<file path="config.mk">
export PLATFORM = sky130hd
export DESIGN_NAME = rot_tile_sched
export DESIGN_NICKNAME = d
export VERILOG_FILES = /design/src/rtl/rot_tile_sched.sv
export SDC_FILE = /design/constraint.sdc
export NUM_CORES = 1
export LEC_CHECK = 0
export CORE_UTILIZATION = 63
export CTS_CLUSTER_DIAMETER = 60
export CTS_CLUSTER_SIZE = 25
export DETAILED_ROUTE_END_ITERATION = 10
export PLACE_DENSITY = 0.95
export SLEW_MARGIN = 20
export SYNTH_ARGS = -nofsm -noshare
export SYNTH_HDL_FRONTEND = slang
export SYNTH_SLANG_ARGS = --single-unit
export TNS_END_PERCENT = 10
</file>
<file path="constraint.sdc">
create_clock -name I_HCLK -period 11.5 [get_ports I_HCLK]
set_clock_uncertainty 0.15 [all_clocks]
set_input_delay 1.725 -clock I_HCLK [delete_from_list [all_inputs] [get_ports I_HCLK]]
set_output_delay 1.725 -clock I_HCLK [all_outputs]
set_load 0.02 [all_outputs]
</file>
<file path="src/rtl/rot_tile_sched.sv">
// Tile scheduler for the rotate engine: walks the source image in 4x4 tiles and
// issues 4 row reads then 4 rotated (90 deg clockwise) column writes per tile.
module rot_tile_sched #(
    parameter int ADDR_W = 32,
    parameter int DIM_W  = 12
) (
    input  logic              I_HCLK,
    input  logic              I_HRESET_N,
    input  logic              I_GO,
    input  logic              I_ABORT,
    input  logic [ADDR_W-1:0] I_SRC_ADDR,
    input  logic [ADDR_W-1:0] I_DST_ADDR,
    input  logic [DIM_W-1:0]  I_WIDTH,
    input  logic [DIM_W-1:0]  I_HEIGHT,
    input  logic              I_DMA_READY,
    output logic              O_START,
    output logic [ADDR_W-1:0] O_ADDR,
    output logic              O_WRITE,
    output logic              O_SIZE,
    output logic              O_COUNT,
    output logic [1:0]        O_ROW_SEL,
    output logic              O_BUSY,
    output logic              O_DONE,
    output logic              O_ERR,
    output logic              O_ABORTED
);

    typedef enum logic [2:0] {
        IDLE,
        ISSUE,
        WAIT,
        ADV,
        FIN
    } state_t;

    state_t            state_q, state_d;
    logic [ADDR_W-1:0] src_q, dst_q;
    logic [DIM_W-1:0]  w_q, h_q;
    logic [DIM_W-1:0]  tx_q, tx_d, ty_q, ty_d;
    logic [1:0]        k_q, k_d;
    logic              wr_phase_q, wr_phase_d;
    logic              wait_first_q;
    logic              abort_pend_q;
    logic [ADDR_W-1:0] addr_q, next_addr;
    logic              write_q;
    logic [1:0]        row_sel_q;

    logic geom_ok, accept, load_cmd, start, done, err, aborted;
    logic last_k, last_tx, last_ty;

    assign geom_ok = (I_WIDTH != '0) && (I_HEIGHT != '0) &&
                     (I_WIDTH[1:0] == 2'b00) && (I_HEIGHT[1:0] == 2'b00);
    assign last_k  = (k_q == 2'd3);
    assign last_tx = (tx_q == w_q - DIM_W'(4));
    assign last_ty = (ty_q == h_q - DIM_W'(4));

    // NOTE: every signal driven here gets a default first, so no path can infer a latch.
    always_comb begin
        state_d    = state_q;
        tx_d       = tx_q;
        ty_d       = ty_q;
        k_d        = k_q;
        wr_phase_d = wr_phase_q;
        accept     = 1'b0;
        load_cmd   = 1'b0;
        start      = 1'b0;
        done       = 1'b0;
        err        = 1'b0;
        aborted    = 1'b0;
        case (state_q)
            IDLE: begin
                if (I_GO) begin
                    if (geom_ok) begin
                        accept     = 1'b1;
                        load_cmd   = 1'b1;
                        tx_d       = '0;
                        ty_d       = '0;
                        k_d        = '0;
                        wr_phase_d = 1'b0;
                        state_d    = ISSUE;
                    end else begin
                        err = 1'b1;
                    end
                end
            end
            ISSUE: begin
                // Abort wins over ready so no command leaves once abort is seen.
                if (I_ABORT) begin
                    aborted = 1'b1;
                    state_d = IDLE;
                end else if (I_DMA_READY) begin
                    start   = 1'b1;
                    state_d = WAIT;
                end
            end
            WAIT: begin
                // Ready is still stale in the first WAIT cycle.
                if (!wait_first_q && I_DMA_READY) begin
                    if (abort_pend_q || I_ABORT) begin
                        aborted = 1'b1;
                        state_d = IDLE;
                    end else begin
                        state_d = ADV;
                    end
                end
            end
            ADV: begin
                k_d = k_q + 2'd1;
                if (last_k) begin
                    wr_phase_d = ~wr_phase_q;
                    if (wr_phase_q) begin
                        if (last_tx) begin
                            tx_d = '0;
                            ty_d = ty_q + DIM_W'(4);
                        end else begin
                            tx_d = tx_q + DIM_W'(4);
                        end
                    end
                end
                if (wr_phase_q && last_k && last_tx && last_ty) begin
                    state_d = FIN;
                end else begin
                    load_cmd = 1'b1;
                    state_d  = ISSUE;
                end
            end
            FIN: begin
                done    = 1'b1;
                state_d = IDLE;
            end
            default: state_d = IDLE;
        endcase
    end

    // Address of the command about to enter ISSUE, from the next tile indices.
    always_comb begin
        logic [ADDR_W-1:0] line;
        line      = '0;
        next_addr = '0;
        if (accept) begin
            next_addr = I_SRC_ADDR;
        end else if (!wr_phase_d) begin
            line      = ADDR_W'(ty_d) + ADDR_W'(k_d);
            next_addr = src_q + line * ADDR_W'(w_q) + ADDR_W'(tx_d);
        end else begin
            line      = ADDR_W'(tx_d) + ADDR_W'(k_d);
            next_addr = dst_q + line * ADDR_W'(h_q) + ADDR_W'(h_q)
                        - ADDR_W'(4) - ADDR_W'(ty_d);
        end
    end

    // NOTE: sequential state uses non-blocking assignments so all registers update together.
    always_ff @(posedge I_HCLK or negedge I_HRESET_N) begin
        if (!I_HRESET_N) begin
            state_q      <= IDLE;
            src_q        <= '0;
            dst_q        <= '0;
            w_q          <= '0;
            h_q          <= '0;
            tx_q         <= '0;
            ty_q         <= '0;
            k_q          <= '0;
            wr_phase_q   <= 1'b0;
            wait_first_q <= 1'b0;
            abort_pend_q <= 1'b0;
            addr_q       <= '0;
            write_q      <= 1'b0;
            row_sel_q    <= '0;
        end else begin
            state_q      <= state_d;
            tx_q         <= tx_d;
            ty_q         <= ty_d;
            k_q          <= k_d;
            wr_phase_q   <= wr_phase_d;
            wait_first_q <= start;
            abort_pend_q <= (state_q == WAIT) ? (abort_pend_q | I_ABORT) : 1'b0;
            if (accept) begin
                src_q <= I_SRC_ADDR;
                dst_q <= I_DST_ADDR;
                w_q   <= I_WIDTH;
                h_q   <= I_HEIGHT;
            end
            if (state_d == IDLE) begin
                addr_q    <= '0;
                write_q   <= 1'b0;
                row_sel_q <= '0;
            end else if (load_cmd) begin
                addr_q    <= next_addr;
                write_q   <= wr_phase_d;
                row_sel_q <= k_d;
            end
        end
    end

    assign O_START   = start;
    assign O_ADDR    = addr_q;
    assign O_WRITE   = write_q;
    assign O_SIZE    = 1'b1;
    assign O_COUNT   = 1'b0;
    assign O_ROW_SEL = row_sel_q;
    assign O_BUSY    = (state_q != IDLE);
    assign O_DONE    = done;
    assign O_ERR     = err;
    assign O_ABORTED = aborted;

endmodule

</file>
## After elaboration in Yosys (flattened, before gate mapping)

Index checks and enable logic that the tools add are counted.

- $add $sub $neg: 13
- Multiply operators: 2
- Equal/unequal tests: 7
- Multiplexer cells: 52
- Bitwise gates (word level): 2
- Reductions and logical operators: 17

Operator list:

| operator | count |
|---|---|
| two-way mux 32 bit | 4 |
| two-way mux 12 bit | 10 |
| adder 32 x 12 -> 32 bit | 2 |
| adder 32 x 25 -> 32 bit | 2 |
| multiplier 13 x 12 -> 25 bit | 2 |
| one-hot mux 12 bit (2 select lines) | 2 |
| subtractor 32 x 12 -> 32 bit | 1 |
| subtractor 32 x 3 -> 32 bit (second input constant) | 1 |
| adder 12 x 2 -> 13 bit | 2 |
| adder 12 x 3 -> 12 bit (second input constant) | 2 |
| equality test 12 bit | 2 |
| nonzero test 12 bit | 2 |
| subtractor 12 x 3 -> 12 bit (second input constant) | 2 |
| two-way mux 1 bit | 20 |
| two-way mux 3 bit | 6 |
| one-hot mux 3 bit (4 select lines) | 1 |
| two-way mux 2 bit | 5 |
| logical AND 1 bit | 7 |
| equality test 3 x 2 -> 1 bit (second input constant) | 2 |
| zero test 3 bit | 2 |
| one-hot mux 1 bit (2 select lines) | 3 |
| zero test 2 bit | 2 |
| one-hot mux 2 bit (2 select lines) | 1 |
| equality test 3 x 1 -> 1 bit (second input constant) | 1 |
| 9 further kinds | 9 |

- Flip-flop bits (word level): 155

## Depth between registers and ports, before layout

- Word-level depth: 17
- Gate-level depth with buffers: 41

## Worst setup path before layout

OpenSTA, ideal clock, no wires.

- Path kind: input to register
- Start: input I_HEIGHT[7]
- End: register addr_q[31] (netlist: O_ADDR[31])
- Arrival: 9952 ps
- Data required time: 11213 ps
- Setup slack: 1261 ps
- Cell stages on the path: 36
- Path through: nor4_1 > nand3_1 > and4_1 > nor2_1 > o21bai_1 > and2_1 > ha_1 > inv_1 > fa_1 > nand3b_1 > or3_1 > buf_4 > xnor2_2 > buf_6 > and2_1 > fa_1 > inv_1 > fa_1 > fa_1 > inv_1 > fa_1 > fa_1 > inv_1 > fa_1 > inv_1 > ha_1 > a21oi_1 > o21ai_0 > a221oi_1 > o21ai_0 > a31oi_1 > o21ai_0 > nor2_1 > a31oi_1 > a32oi_1 > o211ai_1

- Longest elaborated chain between the ends: 17
- Elaborated cells between the ends (all ways): 39

RTL lines:

| item | RTL line | RTL |
|---|---|---|
| start: declaration | 14 | `input logic [DIM_W-1:0] I_HEIGHT,` |
| nonzero test 12 bit * | 51 | `assign geom_ok = (I_WIDTH != '0) && (I_HEIGHT != '0) &&` |
| logical AND 1 bit * (2 in series) | 51 |  |
| logical AND 1 bit * | 52 | `(I_WIDTH[1:0] == 2'b00) && (I_HEIGHT[1:0] == 2'b00);` |
| two-way mux 12 bit * | 73 | `if (geom_ok) begin` |
| two-way mux 12 bit * | 72 | `if (I_GO) begin` |
| one-hot mux 12 bit (2 select lines) * | 70 | `case (state_q)` |
| named net tx_d[0] | 39 | `logic [DIM_W-1:0] tx_q, tx_d, ty_q, ty_d;` |
| adder 12 x 2 -> 13 bit | 146 | `line = ADDR_W'(tx_d) + ADDR_W'(k_d);` |
| multiplier 13 x 12 -> 25 bit | 147 | `next_addr = dst_q + line * ADDR_W'(h_q) + ADDR_W'(h_q)` |
| adder 32 x 25 -> 32 bit | 147 |  |
| adder 32 x 12 -> 32 bit | 147 |  |
| subtractor 32 x 3 -> 32 bit | 148 | `- ADDR_W'(4) - ADDR_W'(ty_d);` |
| subtractor 32 x 12 -> 32 bit | 148 |  |
| two-way mux 32 bit * | 142 | `end else if (!wr_phase_d) begin` |
| two-way mux 32 bit * | 140 | `if (accept) begin` |
| two-way mux 32 bit * | 187 | `end else if (load_cmd) begin` |
| two-way mux 32 bit * | 183 | `if (state_d == IDLE) begin` |
| end signal: assignment | 188 | `addr_q <= next_addr;` |
| end: declaration | 44 | `logic [ADDR_W-1:0] addr_q, next_addr;` |

Mark *: on every way through the listed nets, which the timed path passes. The rest lies on a longest branch. The select of a mux whose other input is x is not followed.
A chain may end at the register's enable or synchronous reset.

## Worst setup path in the final report

- Start: input I_WIDTH[11]
- End: register addr_q[31] (netlist: O_ADDR[31])

- Longest elaborated chain between the ends: 17
- Elaborated cells between the ends (all ways): 39

RTL lines:

| item | RTL line | RTL |
|---|---|---|
| start: declaration | 13 | `input logic [DIM_W-1:0] I_WIDTH,` |
| nonzero test 12 bit * | 51 |  |
| logical AND 1 bit * (2 in series) | 51 |  |
| logical AND 1 bit * | 52 |  |
| two-way mux 12 bit * | 73 |  |
| two-way mux 12 bit * | 72 |  |
| one-hot mux 12 bit (2 select lines) * | 70 |  |
| named net tx_d[0] | 39 |  |
| adder 12 x 2 -> 13 bit | 146 |  |
| multiplier 13 x 12 -> 25 bit | 147 |  |
| adder 32 x 25 -> 32 bit | 147 |  |
| adder 32 x 12 -> 32 bit | 147 |  |
| subtractor 32 x 3 -> 32 bit | 148 |  |
| subtractor 32 x 12 -> 32 bit | 148 |  |
| two-way mux 32 bit * | 142 |  |
| two-way mux 32 bit * | 140 |  |
| two-way mux 32 bit * | 187 |  |
| two-way mux 32 bit * | 183 |  |

Marked as above.

==> flow_summary.yaml <==
setup_path:
  worstSetupPathType: "input port to flip-flop"
  crit_fanout: 8
  cp_common_cell: "fa_1"
  crit_arrival_ns: 11.25
  crit_path_top_delay_cell: "or3_4"
  crit_path_max_incr_delay_ns: 0.52
  start_kind: "input port"
  worstPathRequired_ns: 11.67
  worstSetupEndpointType: "flip-flop"
sta:
  fin_crit_sh_pct: 96.4
  worst_slew_pin_slew_ns: 1.00
  hold_viol_final: 0
  maxSlewViolCount: 0
  fmax_ghz: 0.0902
  fin_ws_ns: 0.415
  fin_crit_ns: 11.08
  hold_ws_ns: 0.336
  finalSetupViolations: 0
  slew_headroom_pct: 32.6
  rsz0062_at_grt: "false"
clocking:
  clock-root-buffer: "clkbuf_16"
  h-tree-depth: 4
  cts_tree: "done"
  clock-sinks: 155
  clock_latency_ns: 0.47
  clkTransAtPathRegs_ns: 0.07
  cts_buffers: 17
  clockBufferDepth: 2
  postCtsHoldBufs: 0
floorplanning:
  io_pins: 135
  dieArea_sq_um: 35800
  initial_core_util_pct: 64.0
  fp.dieH_um: 189
  row_count: 68
  coreArea_sq_um: 34500
  fp.dieW_um: 189
routing:
  drt_iter0_markers: 1890
  drt_pass1_iterations: 9
  wl_per_cell_um: 20.5
  drcViolationCount: 1
  vias_per_cell: 6.01
  drt-total-wl_um: 62800
  num_vias: 18379
  detail-route-antenna-nets: 0
grt:
  antenna_found_initial: 0
  grt_pass1_vias: 19262
  grt_max_degree: 71
  grt_remaining_overflow: 0
  grt_use_total_pct: 36.4
  grt_pass1_wl_um: 101000
layout:
  area_growth_pct: 10.6
  layout_commonest_cell: "inv_1"
  final_cell_mix: "inv_1, nand2_1, fa_1"
  diodes: 0
  post-route-util_pct: 70.8
  final_area_sq_um: 24400
  fillCellCount: 2523
  nets: 3212
  drive_gt1_share_pct: 4.38
place:
  io_buffers: 132
  dp_hpwl_um: 49600
  post_dp_cell_area_sq_um: 23800
  gp_congestion: 0.983
  dpl_worst_slack_ns: -0.143
synthesis:
  synth_seq_cells: 155
  synthFlopType: "dfrtp_1"
  synth-edff-count: 0
  synth_nets: 3126
  syn_area_sq_um: 22100
  seq_area_frac_synth_pct: 17.6
  yosysWarnings: 0
  syn_area_per_cell_sq_um: 8.81
  synthCells: 2505
  async_reset_ff_share_pct: 100
  yosys.cell_types.count: 89
job:
  cap_violations: 0
status:
  outcome: "finished, violations left"
  violations: "design-rule violations"
min_path:
  min_path_type: "flip-flop to flip-flop"
cell families after synthesis:
| group | share of synthesized area, % |
|---|---|
| XOR/XNOR | 3.81 |
| adder cells (fa/ha/maj) | 40.5 |
| buffers and inverters | 9.80 |
| AO/OA/AOI/OAI | 9.43 |
| multiplexers | 0.250 |
| other | 0.0340 |
| flip-flops | 17.6 |
| AND/OR/NAND/NOR | 18.6 |
through the flow:
| stage | setup TNS [ns] | std cells |
|---|---|---|
| after detailed placement | -0.232 | 3027 |
| final | 0 | 3059 |
| after global placement | 0 | 3027 |
| after global routing | 0 | 3059 |
| after floorplan | 0 | 2505 |
| after CTS | 0 | 3059 |
critical path: cells and delay by family:
| kind | cells | cell delay [ns] |
|---|---|---|
| AO/OA/AOI/OAI | 10 | 2.07 |
| XOR/XNOR | 1 | 0.20 |
| adder cells (fa/ha/maj) | 9 | 3.87 |
| buffers and inverters | 7 | 0.86 |
| AND/OR/NAND/NOR | 9 | 2.51 |
Yosys cell counts (8+ instances only):
master	n	area share, %
nor3_1	20	0.45
and2_1	157	4.5
ha_1	218	12
clkbuf_1	76	1.3
xor2_1	37	1.5
nand3_1	45	1.0
inv_1	451	7.7
a21o_1	27	0.92
a211oi_1	8	0.27
a21oi_1	79	1.8
nand4_1	12	0.34
a31oi_1	14	0.40
fa_1	310	28
nor2_1	68	1.2
buf_2	13	0.29
nand2_1	425	7.2
and3_1	22	0.62
dfrtp_1	155	18
xnor2_1	57	2.3
nor4_1	17	0.48
nand2b_1	27	0.77
o211ai_1	27	0.92
o21ai_0	80	1.8
state kept, by name, summed over array words and instances (netlist names):
| name | flops |
|---|---|
| abort_pend_q | 1 |
| O_WRITE | 1 |
| h_q | 12 |
| state_q | 3 |
| k_q | 2 |
| wait_first_q | 1 |
| ty_q | 12 |
| wr_phase_q | 1 |
| O_ADDR | 32 |
| O_ROW_SEL | 2 |
| tx_q | 12 |
| src_q | 32 |
| w_q | 12 |
| dst_q | 32 |
layout make-up:
type,instances,area (sq um),share of cell area (%)
Clock buffer,19,453,1.86
Sequential cell,155,3880,15.9
Inverter,453,1700,6.98
Timing Repair Buffer,172,1620,6.65
Clock inverter,13,131,0.538
Tap cell,455,569,2.33
Multi-Input combinational cell,1792,16000,65.8
timing repair:
item / CTS / global route
buffers inserted: 0 / 0
gates resized for setup: 0 / 5
setup endpoints to repair: 0 / 3
layer usage:
layer | wire length [um] | track usage, %
met4 | 3150 | 18.5
met2 | 30200 | 60.0
met3 | 6040 | 7.32
met1 | 23400 | 45.8
met5 | 0 | 0
worst paths after layout:
path | startpoint | depth (start not counted) | slack, ns | end
worst max-delay path | I_WIDTH[11] | 36 | 0.42 | O_ADDR[31]$_DFFE_PN0P_
worst min-delay path | src_q[16]$_DFFE_PN0P_ | 2 | 0.34 | src_q[16]$_DFFE_PN0P_
worst max register to register | w_q[3]$_DFFE_PN0P_ | 38 | 0.66 | O_ADDR[31]$_DFFE_PN0P_
worst min register to register | src_q[16]$_DFFE_PN0P_ | 2 | 0.34 | src_q[16]$_DFFE_PN0P_
max in group asynchronous | I_HRESET_N | 2 | 8.87 | O_ADDR[5]$_DFFE_PN0P_
min in group asynchronous | I_HRESET_N | 1 | 1.05 | dst_q[7]$_DFFE_PN0P_
Power is not shown: default switching activity piles up to over one toggle a cycle in this logic, so the estimate is an artifact.
